[src/rtl/filter_pkg.sv]
// filter_pkg
// Shared types and helpers for the per-pixel filter chain.
//   IMG_WIDTH_DEF / IMG_HEIGHT_DEF : default source image size
//   rgb565_t / rgb444_t            : packed pixel formats
//   rgb565_to_444()                : keeps the top 4 bits of each channel
//   addr_width()                   : frame-buffer address width for a WxH image
package filter_pkg;

   localparam int unsigned IMG_WIDTH_DEF  = 160;
   localparam int unsigned IMG_HEIGHT_DEF = 120;

   typedef struct packed {
      logic [4:0] r;
      logic [5:0] g;
      logic [4:0] b;
   } rgb565_t;

   typedef struct packed {
      logic [3:0] r;
      logic [3:0] g;
      logic [3:0] b;
   } rgb444_t;

   function automatic rgb444_t rgb565_to_444(input rgb565_t px);
      rgb444_t o;
      o.r = px.r[4:1];
      o.g = px.g[5:2];
      o.b = px.b[4:1];
      return o;
   endfunction

   function automatic int unsigned addr_width(input int unsigned w, input int unsigned h);
      return $clog2(w * h);
   endfunction

endpackage

[src/rtl/pipe_delay.sv]
// pipe_delay
// Fixed-length register chain with synchronous active-high reset that
// clears every stage.
//   clk   : clock
//   reset : synchronous, active-high; flushes the chain to 0
//   din   : WIDTH-bit input
//   dout  : din delayed by DEPTH cycles (DEPTH >= 1)
module pipe_delay #(
   parameter int unsigned WIDTH = 1,
   parameter int unsigned DEPTH = 1
) (
   input  logic             clk,
   input  logic             reset,
   input  logic [WIDTH-1:0] din,
   output logic [WIDTH-1:0] dout
);

   logic [WIDTH-1:0] stage_q [DEPTH];

   always_ff @(posedge clk) begin
      if (reset) begin
         for (int i = 0; i < DEPTH; i++) begin
            stage_q[i] <= '0;
         end
      end else begin
         stage_q[0] <= din;
         for (int i = 1; i < DEPTH; i++) begin
            stage_q[i] <= stage_q[i-1];
         end
      end
   end

   assign dout = stage_q[DEPTH-1];

endmodule

[src/rtl/frame_window_reader.sv]
// frame_window_reader
// Maps VGA raster coordinates onto an upscaled image window, generates
// sequential frame-buffer read addresses from counters (no multiplier), and
// returns RGB444 plus image-local coordinates with a fixed 2-cycle latency.
//   clk, reset            : pixel clock, synchronous active-high reset
//   x_pixel, y_pixel, DE  : raster position and display enable
//   h_sync, v_sync        : raster syncs, delayed 2 cycles to h_sync_o/v_sync_o
//   fb_addr, fb_rd_en     : frame-buffer read port (stage 1)
//   fb_rdata              : RGB565 from the RAM, valid one cycle after fb_addr
//   x_local, y_local      : source-image column/row of the output pixel
//   win_valid             : output pixel is inside the window and block synced
//   r_out, g_out, b_out   : RGB444, black when win_valid is low
module frame_window_reader
   import filter_pkg::*;
#(
   parameter  int unsigned WIN_X0      = 0,
   parameter  int unsigned WIN_Y0      = 0,
   parameter  int unsigned IMG_WIDTH   = IMG_WIDTH_DEF,
   parameter  int unsigned IMG_HEIGHT  = IMG_HEIGHT_DEF,
   parameter  int unsigned SCALE_SHIFT = 1,
   localparam int unsigned ADDR_W      = addr_width(IMG_WIDTH, IMG_HEIGHT)
) (
   input  logic              clk,
   input  logic              reset,
   input  logic [9:0]        x_pixel,
   input  logic [9:0]        y_pixel,
   input  logic              DE,
   input  logic              h_sync,
   input  logic              v_sync,
   input  logic [15:0]       fb_rdata,
   output logic [ADDR_W-1:0] fb_addr,
   output logic              fb_rd_en,
   output logic [9:0]        x_local,
   output logic [9:0]        y_local,
   output logic              win_valid,
   output logic [3:0]        r_out,
   output logic [3:0]        g_out,
   output logic [3:0]        b_out,
   output logic              h_sync_o,
   output logic              v_sync_o
);

   localparam int unsigned X_SPAN = IMG_WIDTH << SCALE_SHIFT;
   localparam int unsigned Y_SPAN = IMG_HEIGHT << SCALE_SHIFT;
   // Sub-pixel counters keep at least one bit so SCALE_SHIFT = 0 still elaborates.
   localparam int unsigned SW     = (SCALE_SHIFT > 0) ? SCALE_SHIFT : 1;

   localparam logic [SW-1:0]     SUB_MAX  = SW'((1 << SCALE_SHIFT) - 1);
   localparam logic [9:0]        X_FIRST  = 10'(WIN_X0);
   localparam logic [9:0]        Y_FIRST  = 10'(WIN_Y0);
   localparam logic [9:0]        X_LAST   = 10'(WIN_X0 + X_SPAN - 1);
   localparam logic [9:0]        LAST_COL = 10'(IMG_WIDTH - 1);
   localparam logic [9:0]        LAST_ROW = 10'(IMG_HEIGHT - 1);
   localparam logic [ADDR_W-1:0] ROW_STEP = ADDR_W'(IMG_WIDTH);

   // Window test on offsets: a pixel left of / above the window wraps to a
   // large value, so one unsigned compare covers both bounds.
   logic [11:0] x_off, y_off;
   logic        in_geo, at_origin, line_first, line_last, eff_win;

   logic [SW-1:0]     sub_x_q, sub_y_q;
   logic [9:0]        col_q, row_q;
   logic [ADDR_W-1:0] row_base_q;
   logic              synced_q;

   logic [SW-1:0]     cur_sub_x, cur_sub_y, sub_x_d, sub_y_d;
   logic [9:0]        cur_col, cur_row, col_d, row_d;
   logic [ADDR_W-1:0] cur_base, row_base_d, rd_addr;

   logic [ADDR_W-1:0] fb_addr_q;
   logic              fb_rd_en_q;
   logic [9:0]        x_s1_q, y_s1_q;
   logic              valid_s1_q;

   rgb444_t pix;

   assign x_off      = {2'b00, x_pixel} - 12'(WIN_X0);
   assign y_off      = {2'b00, y_pixel} - 12'(WIN_Y0);
   assign in_geo     = DE && (x_off < 12'(X_SPAN)) && (y_off < 12'(Y_SPAN));
   assign line_first = (x_pixel == X_FIRST);
   assign line_last  = (x_pixel == X_LAST);
   assign at_origin  = line_first && (y_pixel == Y_FIRST);
   // The origin pixel itself is processed on the same cycle it sets the sync flag.
   assign eff_win    = in_geo && (synced_q || at_origin);

   always_comb begin
      // Counter values that apply to the current pixel, after line/frame loads.
      cur_sub_x = line_first ? '0 : sub_x_q;
      cur_col   = line_first ? '0 : col_q;
      cur_sub_y = at_origin  ? '0 : sub_y_q;
      cur_row   = at_origin  ? '0 : row_q;
      cur_base  = at_origin  ? '0 : row_base_q;

      rd_addr = cur_base + ADDR_W'(cur_col);

      sub_x_d = (cur_sub_x == SUB_MAX) ? '0 : cur_sub_x + 1'b1;
      col_d   = cur_col;
      if ((cur_sub_x == SUB_MAX) && (cur_col != LAST_COL)) begin
         col_d = cur_col + 10'd1;
      end

      sub_y_d    = cur_sub_y;
      row_d      = cur_row;
      row_base_d = cur_base;
      if (line_last) begin
         sub_y_d = (cur_sub_y == SUB_MAX) ? '0 : cur_sub_y + 1'b1;
         // Hold on the last row so the counters stay put until the next frame load.
         if ((cur_sub_y == SUB_MAX) && (cur_row != LAST_ROW)) begin
            row_d      = cur_row + 10'd1;
            row_base_d = cur_base + ROW_STEP;
         end
      end
   end

   always_ff @(posedge clk) begin
      if (reset) begin
         synced_q   <= 1'b0;
         sub_x_q    <= '0;
         sub_y_q    <= '0;
         col_q      <= '0;
         row_q      <= '0;
         row_base_q <= '0;
         fb_addr_q  <= '0;
         fb_rd_en_q <= 1'b0;
         x_s1_q     <= '0;
         y_s1_q     <= '0;
         valid_s1_q <= 1'b0;
      end else begin
         fb_rd_en_q <= eff_win;
         valid_s1_q <= eff_win;
         x_s1_q     <= eff_win ? cur_col : 10'd0;
         y_s1_q     <= eff_win ? cur_row : 10'd0;
         if (eff_win) begin
            synced_q   <= 1'b1;
            fb_addr_q  <= rd_addr;
            sub_x_q    <= sub_x_d;
            col_q      <= col_d;
            sub_y_q    <= sub_y_d;
            row_q      <= row_d;
            row_base_q <= row_base_d;
         end
      end
   end

   assign fb_addr  = fb_addr_q;
   assign fb_rd_en = fb_rd_en_q;

   pipe_delay #(
      .WIDTH (21),
      .DEPTH (1)
   ) u_coord_delay (
      .clk   (clk),
      .reset (reset),
      .din   ({valid_s1_q, x_s1_q, y_s1_q}),
      .dout  ({win_valid, x_local, y_local})
   );

   pipe_delay #(
      .WIDTH (2),
      .DEPTH (2)
   ) u_sync_delay (
      .clk   (clk),
      .reset (reset),
      .din   ({h_sync, v_sync}),
      .dout  ({h_sync_o, v_sync_o})
   );

   // The RAM's own output register is the stage-2 pixel register; gating with
   // the delayed valid keeps out-of-window and flushed pixels black.
   assign pix   = rgb565_to_444(fb_rdata);
   assign r_out = win_valid ? pix.r : 4'h0;
   assign g_out = win_valid ? pix.g : 4'h0;
   assign b_out = win_valid ? pix.b : 4'h0;

endmodule

[config.mk]
export PLATFORM = sky130hd
export DESIGN_NAME = frame_window_reader
export DESIGN_NICKNAME = d
export VERILOG_FILES = /design/src/rtl/filter_pkg.sv /design/src/rtl/pipe_delay.sv /design/src/rtl/frame_window_reader.sv
export SDC_FILE = /design/constraint.sdc
export NUM_CORES = 1
export LEC_CHECK = 0
export CAP_MARGIN = 0
export CORE_ASPECT_RATIO = 0.8
export CORE_MARGIN = 3
export CORE_UTILIZATION = 55
export CTS_BUF_LIST = sky130_fd_sc_hd__clkbuf_4
export CTS_CLUSTER_SIZE = 25
export DETAILED_ROUTE_END_ITERATION = 16
export DONT_BUFFER_PORTS = 1
export MAX_ROUTING_LAYER = met4
export PLACE_DENSITY = 0.7
export SLEW_MARGIN = 10
export SYNTH_ARGS = -nofsm -noshare
export SYNTH_HDL_FRONTEND = slang
export SYNTH_HIERARCHICAL = 1
export SYNTH_SLANG_ARGS = --single-unit
[constraint.sdc]
create_clock -name clk -period 8.6 [get_ports clk]
set_input_delay 0.86 -clock clk [delete_from_list [all_inputs] [get_ports clk]]
set_output_delay 0.86 -clock clk [all_outputs]
set_load 0.05 [all_outputs]
==> summary.md, run 1 <==
| Metric | Value |
|---|---|
| Mapped Cells | `535` |
| Share of flip-flops with an asynchronous set or reset | `0%` |
| Synth unique cells | `66` |
| Post-Synth XOR/XNOR Area | `3.94%` |
| Clock Root Buffer | `clkbuf_4` |
| Power, Total | `702 uW` |
| Largest family of logic cells by synthesized area | `simple AND/OR/NAND/NOR gates` |
| Vias in the first global route | `3343` |
| Final setup violation count | `0` |
| Syn nets | `585` |
| Clock sink total | `99` |
| Status | `finished, final reports clean` |
| Initial antenna violation count | `0` |
| Syn_area_per_cell | `8.72 um^2` |
| Multiplexer share of the synthesized area | `1.13%` |
| Fin cells | `622` |
| Critical path arrival | `4.60 ns` |
| Fin Clk Skew | `0.0225 ns` |
| Final wirelength | `10200 um` |
| Sequential element share of the synthesized area | `42.5%` |
| Leading area contributor after synthesis | `dfxtp_1` |
| Max clock buf depth | `2` |
| TritonCTS buffer count | `9` |
| Compound-Gate Fraction of Synth Area | `13.1%` |
| PostCTS Resize Cnt | `0` |
| Pwr/cell area | `148 nW/um^2` |
| Share of layout cells above drive strength 1 | `10.7%` |
| Setup WS pre-CTS | `3.94 ns` |
| Startpoint Class | `input port` |
| Worst-path clk slew | `0.16 ns` |
| Final Hold Viols | `0` |
| Layout area overhead | `2.04%` |
| Largest cells by area after synthesis | `dfxtp_1 42%, and2_1 4.7%, nand2_1 4.3%` |
| Htree depth | `3` |
| Rows | `29` |
| DRT Pass-1 Iters | `4` |
| Slew headroom | `40.0%` |
| Clock latency on the worst-skew pair | `0.47 ns` |
| Adder-cell area share of the yosys netlist | `3.51%` |
| Worst hold path type | `in -> reg` |
| VDD IR-drop max | `0.0000840 V` |
| First-pass GRT wire length | `16700 um` |
| Top cell type's share of synthesized area | `42.5%` |
| Vias | `3574` |
| CTS tree | `done` |
| IO Pins | `92` |
| Placed Area | `4630 um^2` |
| GRT Total Usage | `22.8%` |
| Top_reg_cell synth | `dfxtp_1` |
| Fillers | `747` |
| Post-route cell area | `4760 um^2` |
| Initial Utilization | `57.6%` |
| Post-synthesis simple-gate area fraction | `30.8%` |
| Setup crit end kind | `register` |
| Crit path kind | `in -> reg` |
| Static Leak | `1.72 nW` |
| Mapped cell area | `4660 um^2` |
| DP HPWL | `7120 um` |
| Placer Congestion | `0.867` |
| Fin crit period | `4.21 ns` |
| Fin Setup TNS | `0 ns` |
| Die area | `9630 um^2` |
| WL/cell | `16.3 um` |
| Final worst slack | `4.39 ns` |
| Worst slew pin tran | `0.900 ns` |
| Slew Limit Fails | `0` |
| Largest fanout on the critical path | `26` |
| Vias/cell | `5.75` |
| Placed Cells | `606` |
| DRC | `0` |
| Max Cap Violations | `0` |
| Largest net degree at the start of global routing | `69` |
| N_diodes | `0` |
| Antenna violation net count after detailed routing | `0` |
| Final global-route overflow total | `0` |
| Die height | `88.4 um` |
| Synth Register Bits | `99` |
| Worst Path Required | `8.99 ns` |
| DR iter-0 viols | `222` |
| Max Clk Rate | `0.237 GHz` |
| Die width | `109 um` |
| Final #Nets | `559` |
| Number of synthesized flops with an enable pin | `0` |
| CORE AREA | `8090 um^2` |
| Post-CTS Hold Buffers | `0` |
| Postcts setup bufs | `0` |
| Final worst-path cycle share | `49.0%` |
| RSZ-0062 raised after global routing | `no` |
| YS warnings | `6` |
| Port Buf Inserts | `0` |
## cells in the final DEF, fill, tap and decap left out, types with 13 or more instances in the layout
cell type,n
o21ai_0,25
dfxtp_1,99
nand2_1,54
and2_1,35
nor2_1,47
and3_1,20
a21oi_1,31
nand3_1,18
nor2b_2,20
xnor2_1,13
## sequential cells by signal, indices dropped and copies added (netlist names), 4 cells and up
register               flops
row_base_q                15
y_s1_q                    10
row_q                     10
col_q                     10
fb_addr                   15
u_coord_delay/stage_q     21
u_sync_delay/stage_q       4
x_s1_q                    10
## cell usage after synthesis (4+ instances only)
cell type	instances
dfxtp_1	99
nand2_1	54
nor2_1	47
and2_1	35
a21oi_1	32
clkbuf_1	27
o21ai_0	25
and3_1	20
nor2b_2	20
nand3_1	18
xnor2_1	13
nor3_1	11
inv_1	10
a31oi_1	8
ha_1	8
xor2_1	8
nor2b_1	7
a211oi_1	6
buf_2	6
and4_1	5
buf_6	4
nand4_1	4
## final cells by class
cell class | count | area, um^2 | share of cell area, %
Multi-Input combinational cell | 386 | 2450 | 51.5
Sequential cell | 99 | 1980 | 41.6
Tap cell | 108 | 135 | 2.84
Clock buffer | 10 | 75.1 | 1.58
Clock inverter | 6 | 57.6 | 1.21
Inverter | 10 | 37.5 | 0.789
Timing Repair Buffer | 3 | 22.5 | 0.473
## power breakdown
group | switching, mW | total, mW | internal, mW
registers | 0.00155 | 0.461 | 0.460
logic | 0.00257 | 0.00435 | 0.00178
clock network | 0.167 | 0.237 | 0.0690
## routing by layer
layer	routed length, um	GRT usage (%)	vias up
met5	0	-	-
met4	80	5.05	0
met3	723	6.05	8
met2	4560	35.1	122
met1	4800	30.3	1651
li1	-	-	1793
## through the flow
step | util (%) | hold WS, ns
detailed placement | 57.2 | 0.422
finish | 58.8 | 0.431
global route | 58.8 | 0.378
floorplan | - | 0.414
global placement | 57.2 | 0.419
CTS | 58.8 | 0.413
## critical path: stages
cell      delay [ns]
nor3_1          0.59
and3_4          0.44
nand2b_1        0.11
buf_4           0.23
and2_1          0.19
ha_1            0.21
inv_1           0.08
fa_1            0.21
nor2b_1         0.07
o31a_1          0.25
or2_1           0.26
maj3_2          0.33
o221ai_1        0.22
nand2_1         0.15
a211o_1         0.28
a31oi_1         0.12
## path summary, 6_finish.rpt
kind	from	to	slack [ns]	depth (start not counted)
setup / recovery	x_pixel[6]	fb_addr[14]$_SDFFE_PP0P_	4.39	16
hold / removal	reset	u_coord_delay/stage_q[0][8]$_SDFF_PP0_	0.43	1
setup reg to reg	col_q[0]$_SDFFE_PP0P_	fb_addr[14]$_SDFFE_PP0P_	5.74	12
hold reg to reg	y_s1_q[9]$_SDFF_PP0_	u_coord_delay/stage_q[0][9]$_SDFF_PP0_	0.45	1
## logic make-up (layout without fill, tap and decap cells)
group,count (synthesis),count (layout)
AOI/OAI and AO/OA,97,97
xor gates and xnor gates,21,21
muxes,5,5
adders and majority gates,13,13
buffers and inverters,50,29
and+or+nand+nor,250,250
DFF,99,99
No activity file was read; power rests on OpenSTA's default activity.
==> inputs of run 2 (changes only) <==
- clock period: 8.6 -> 4.4 ns (I/O delays scaled with it)
==> run 2 against run 1 <==
  * Clock power is 100% higher
  * Non-clock buffer count is 7 higher
  * Sequential power is 96% higher
  * Clock skew is 0.011 ns lower
  * First-iteration DRC count is 23% lower
  * Global-route usage is 1.1 points higher
  * Sequential share of layout area is 0.73 points lower
  * Worst hold slack worse by 0.33 ns
  * Critical endpoint unchanged
==> summary.md, run 2 (synthesized netlist as in run 1, its figures left out) <==
| Metric | Value |
|---|---|
| Most frequent cells in the layout | `99 x dfxtp_1, 54 x nand2_1, 47 x nor2_1, 35 x and2_1, 31 x a21oi_1` |
| Share of layout cells above drive strength 1 | `11.1% (+0.43 points)` |
| Power, Total | `1.40 mW (+100%)` |
| CTS tree | `done` |
| Final #Nets | `566 (+1.3%)` |
| Placed Area | `4640 um^2 (+0.32%)` |
| Critical path arrival | `3.82 ns (-0.78 ns)` |
| Setup crit end kind | `register` |
| Clock sink total | `99 (unchanged)` |
| GRT Total Usage | `24.0% (+1.1 points)` |
| DRC | `0 (unchanged)` |
| Grt met3 use | `5.84% (-0.22 points)` |
| Fin crit period | `3.42 ns` |
| Final worst-path cycle share | `77.7%` |
| Status | `finished, final reports clean` |
| RSZ-0062 raised after global routing | `no` |
| Htree depth | `3 (unchanged)` |
| Static Leak | `1.76 nW (+2.2%)` |
| Hold Slack | `0.0990 ns (-0.332 ns)` |
| Commonest non-fill, non-tap cell in the layout | `dfxtp_1` |
| IO Pins | `92 (unchanged)` |
| Layout area overhead | `3.86%` |
| Initial Utilization | `57.6% (unchanged)` |
| Antenna violation net count after detailed routing | `0 (unchanged)` |
| Max clock buf depth | `2 (unchanged)` |
| Largest net degree at the start of global routing | `41 (-41%)` |
| Die height | `88.4 um (unchanged)` |
| Setup WS pre-CTS | `0.498 ns (-3.44 ns)` |
| Max Clk Rate | `0.292 GHz` |
| Max reg flops | `21 (unchanged)` |
| Worst Path Required | `4.80 ns (-4.19 ns)` |
| Placer Congestion | `0.853 (-1.6%)` |
| Pwr/cell area | `289 nW/um^2 (+96%)` |
| Placed Cells | `608 (+0.33%)` |
| Vias in the first global route | `3381 (+1.1%)` |
| Final global-route overflow total | `0 (unchanged)` |
| Vias | `3657 (+2.3%)` |
| Met1 usage | `30.8% (+0.46 points)` |
| Final setup violation count | `0 (unchanged)` |
| Initial antenna violation count | `0 (unchanged)` |
| Max Cap Violations | `0 (unchanged)` |
| WL/cell | `17.5 um (+7.3%)` |
| Fin Clk Skew | `0.0110 ns (-0.0115 ns)` |
| Final Hold Viols | `0 (unchanged)` |
| Fin cells | `629 (+1.1%)` |
| DR iter-0 viols | `172 (-23%)` |
| GR met2 Demand/Resource | `37.8% (+2.7 points)` |
| Fillers | `718 (-3.9%)` |
| Port Buf Inserts | `0 (unchanged)` |
| Clock Root Buffer | `clkbuf_4` |
| Worst slew pin tran | `1.10 ns (+0.201 ns)` |
| Slew Limit Fails | `0 (unchanged)` |
| Worst-path clk slew | `0.17 ns (about the same)` |
| TritonCTS buffer count | `9 (unchanged)` |
| Postcts setup bufs | `0 (unchanged)` |
| Largest register by flop count | `u_coord_delay/stage_q` |
| Worst hold path type | `in -> reg` |
| PostCTS Resize Cnt | `0 (unchanged)` |
| Startpoint Class | `input port` |
| Final Core Density | `59.9% (+1.1 points)` |
| First-pass GRT wire length | `17100 um (+2.5%)` |
| Reg area | `1980 um^2 (unchanged)` |
| Busiest grt layer | `met2` |
| DP HPWL | `7250 um (+1.8%)` |
| Largest fanout on the critical path | `23 (-12%)` |
| Die width | `109 um (unchanged)` |
| N_diodes | `0 (unchanged)` |
| Post-route cell area | `4840 um^2 (+1.8%)` |
| Crit path kind | `in -> reg` |
| Multi-input logic area | `2450 um^2 (unchanged)` |
| Vias/cell | `5.81 (+1.2%)` |
| Rows | `29 (unchanged)` |
| Fin Setup TNS | `0 ns (unchanged)` |
| VDD IR-drop max | `0.000176 V (+110%)` |
| Die area | `9630 um^2 (unchanged)` |
| Final worst slack | `0.980 ns (-3.41 ns)` |
| Final wirelength | `11000 um (+8.5%)` |
| Clock latency on the worst-skew pair | `0.47 ns (about the same)` |
| DRT Pass-1 Iters | `4 (unchanged)` |
| Slew headroom | `26.3% (-14 points)` |
| CORE AREA | `8090 um^2 (unchanged)` |
## run 2: report_power, final
group | leakage (nW) | switching, mW | internal (mW)
clock | 0.0752 | 0.338 | 0.136
sequential | 0.798 | 0.00294 | 0.899
combinational | 0.888 | 0.0186 | 0.00812
## run 2: metal layers
metal,vias to the layer above,part of all wire (%)
met5,-,0
met4,0,1.3
met3,13,8.1
met2,141,45
met1,1697,46
li1,1806,-
## run 2: worst paths after layout
kind	startpoint	endpoint	slack, ns	cells past startpoint
worst max-delay path	x_pixel[0]	fb_addr[14]$_SDFFE_PP0P_	0.98	14
worst max register to register	col_q[0]$_SDFFE_PP0P_	fb_addr[14]$_SDFFE_PP0P_	1.54	12
worst min-delay path	v_sync	u_sync_delay/stage_q[0][0]$_SDFF_PP0_	0.1	1
worst min register to register	x_s1_q[8]$_SDFF_PP0_	u_coord_delay/stage_q[0][18]$_SDFF_PP0_	0.44	1
## run 2: what timing repair did
item                                    CTS  global route
hold buffers                              3             2
endpoints found under the hold margin    22            32
endpoints found under the setup margin    0             0
## run 2: final cells by class
type | instances | share of cell area, %
inverter | 10 | 0.775
multi-input combinational | 386 | 50.6
clock buffer | 9 | 1.39
timing repair buffer | 10 | 2.01
tap | 108 | 2.79
clock inverter | 7 | 1.55
sequential | 99 | 40.9
## run 2: critical path: stages
cell and delay (ns):
nor3_1 0.35, and3_4 0.42, nand2b_1 0.18, buf_4 0.26, and2_1 0.19, ha_1 0.32, o21a_1 0.18, o31a_1 0.10
or2_1 0.26, maj3_2 0.33, o221ai_1 0.25, nand2_1 0.15, a211o_1 0.27, a31oi_1 0.13
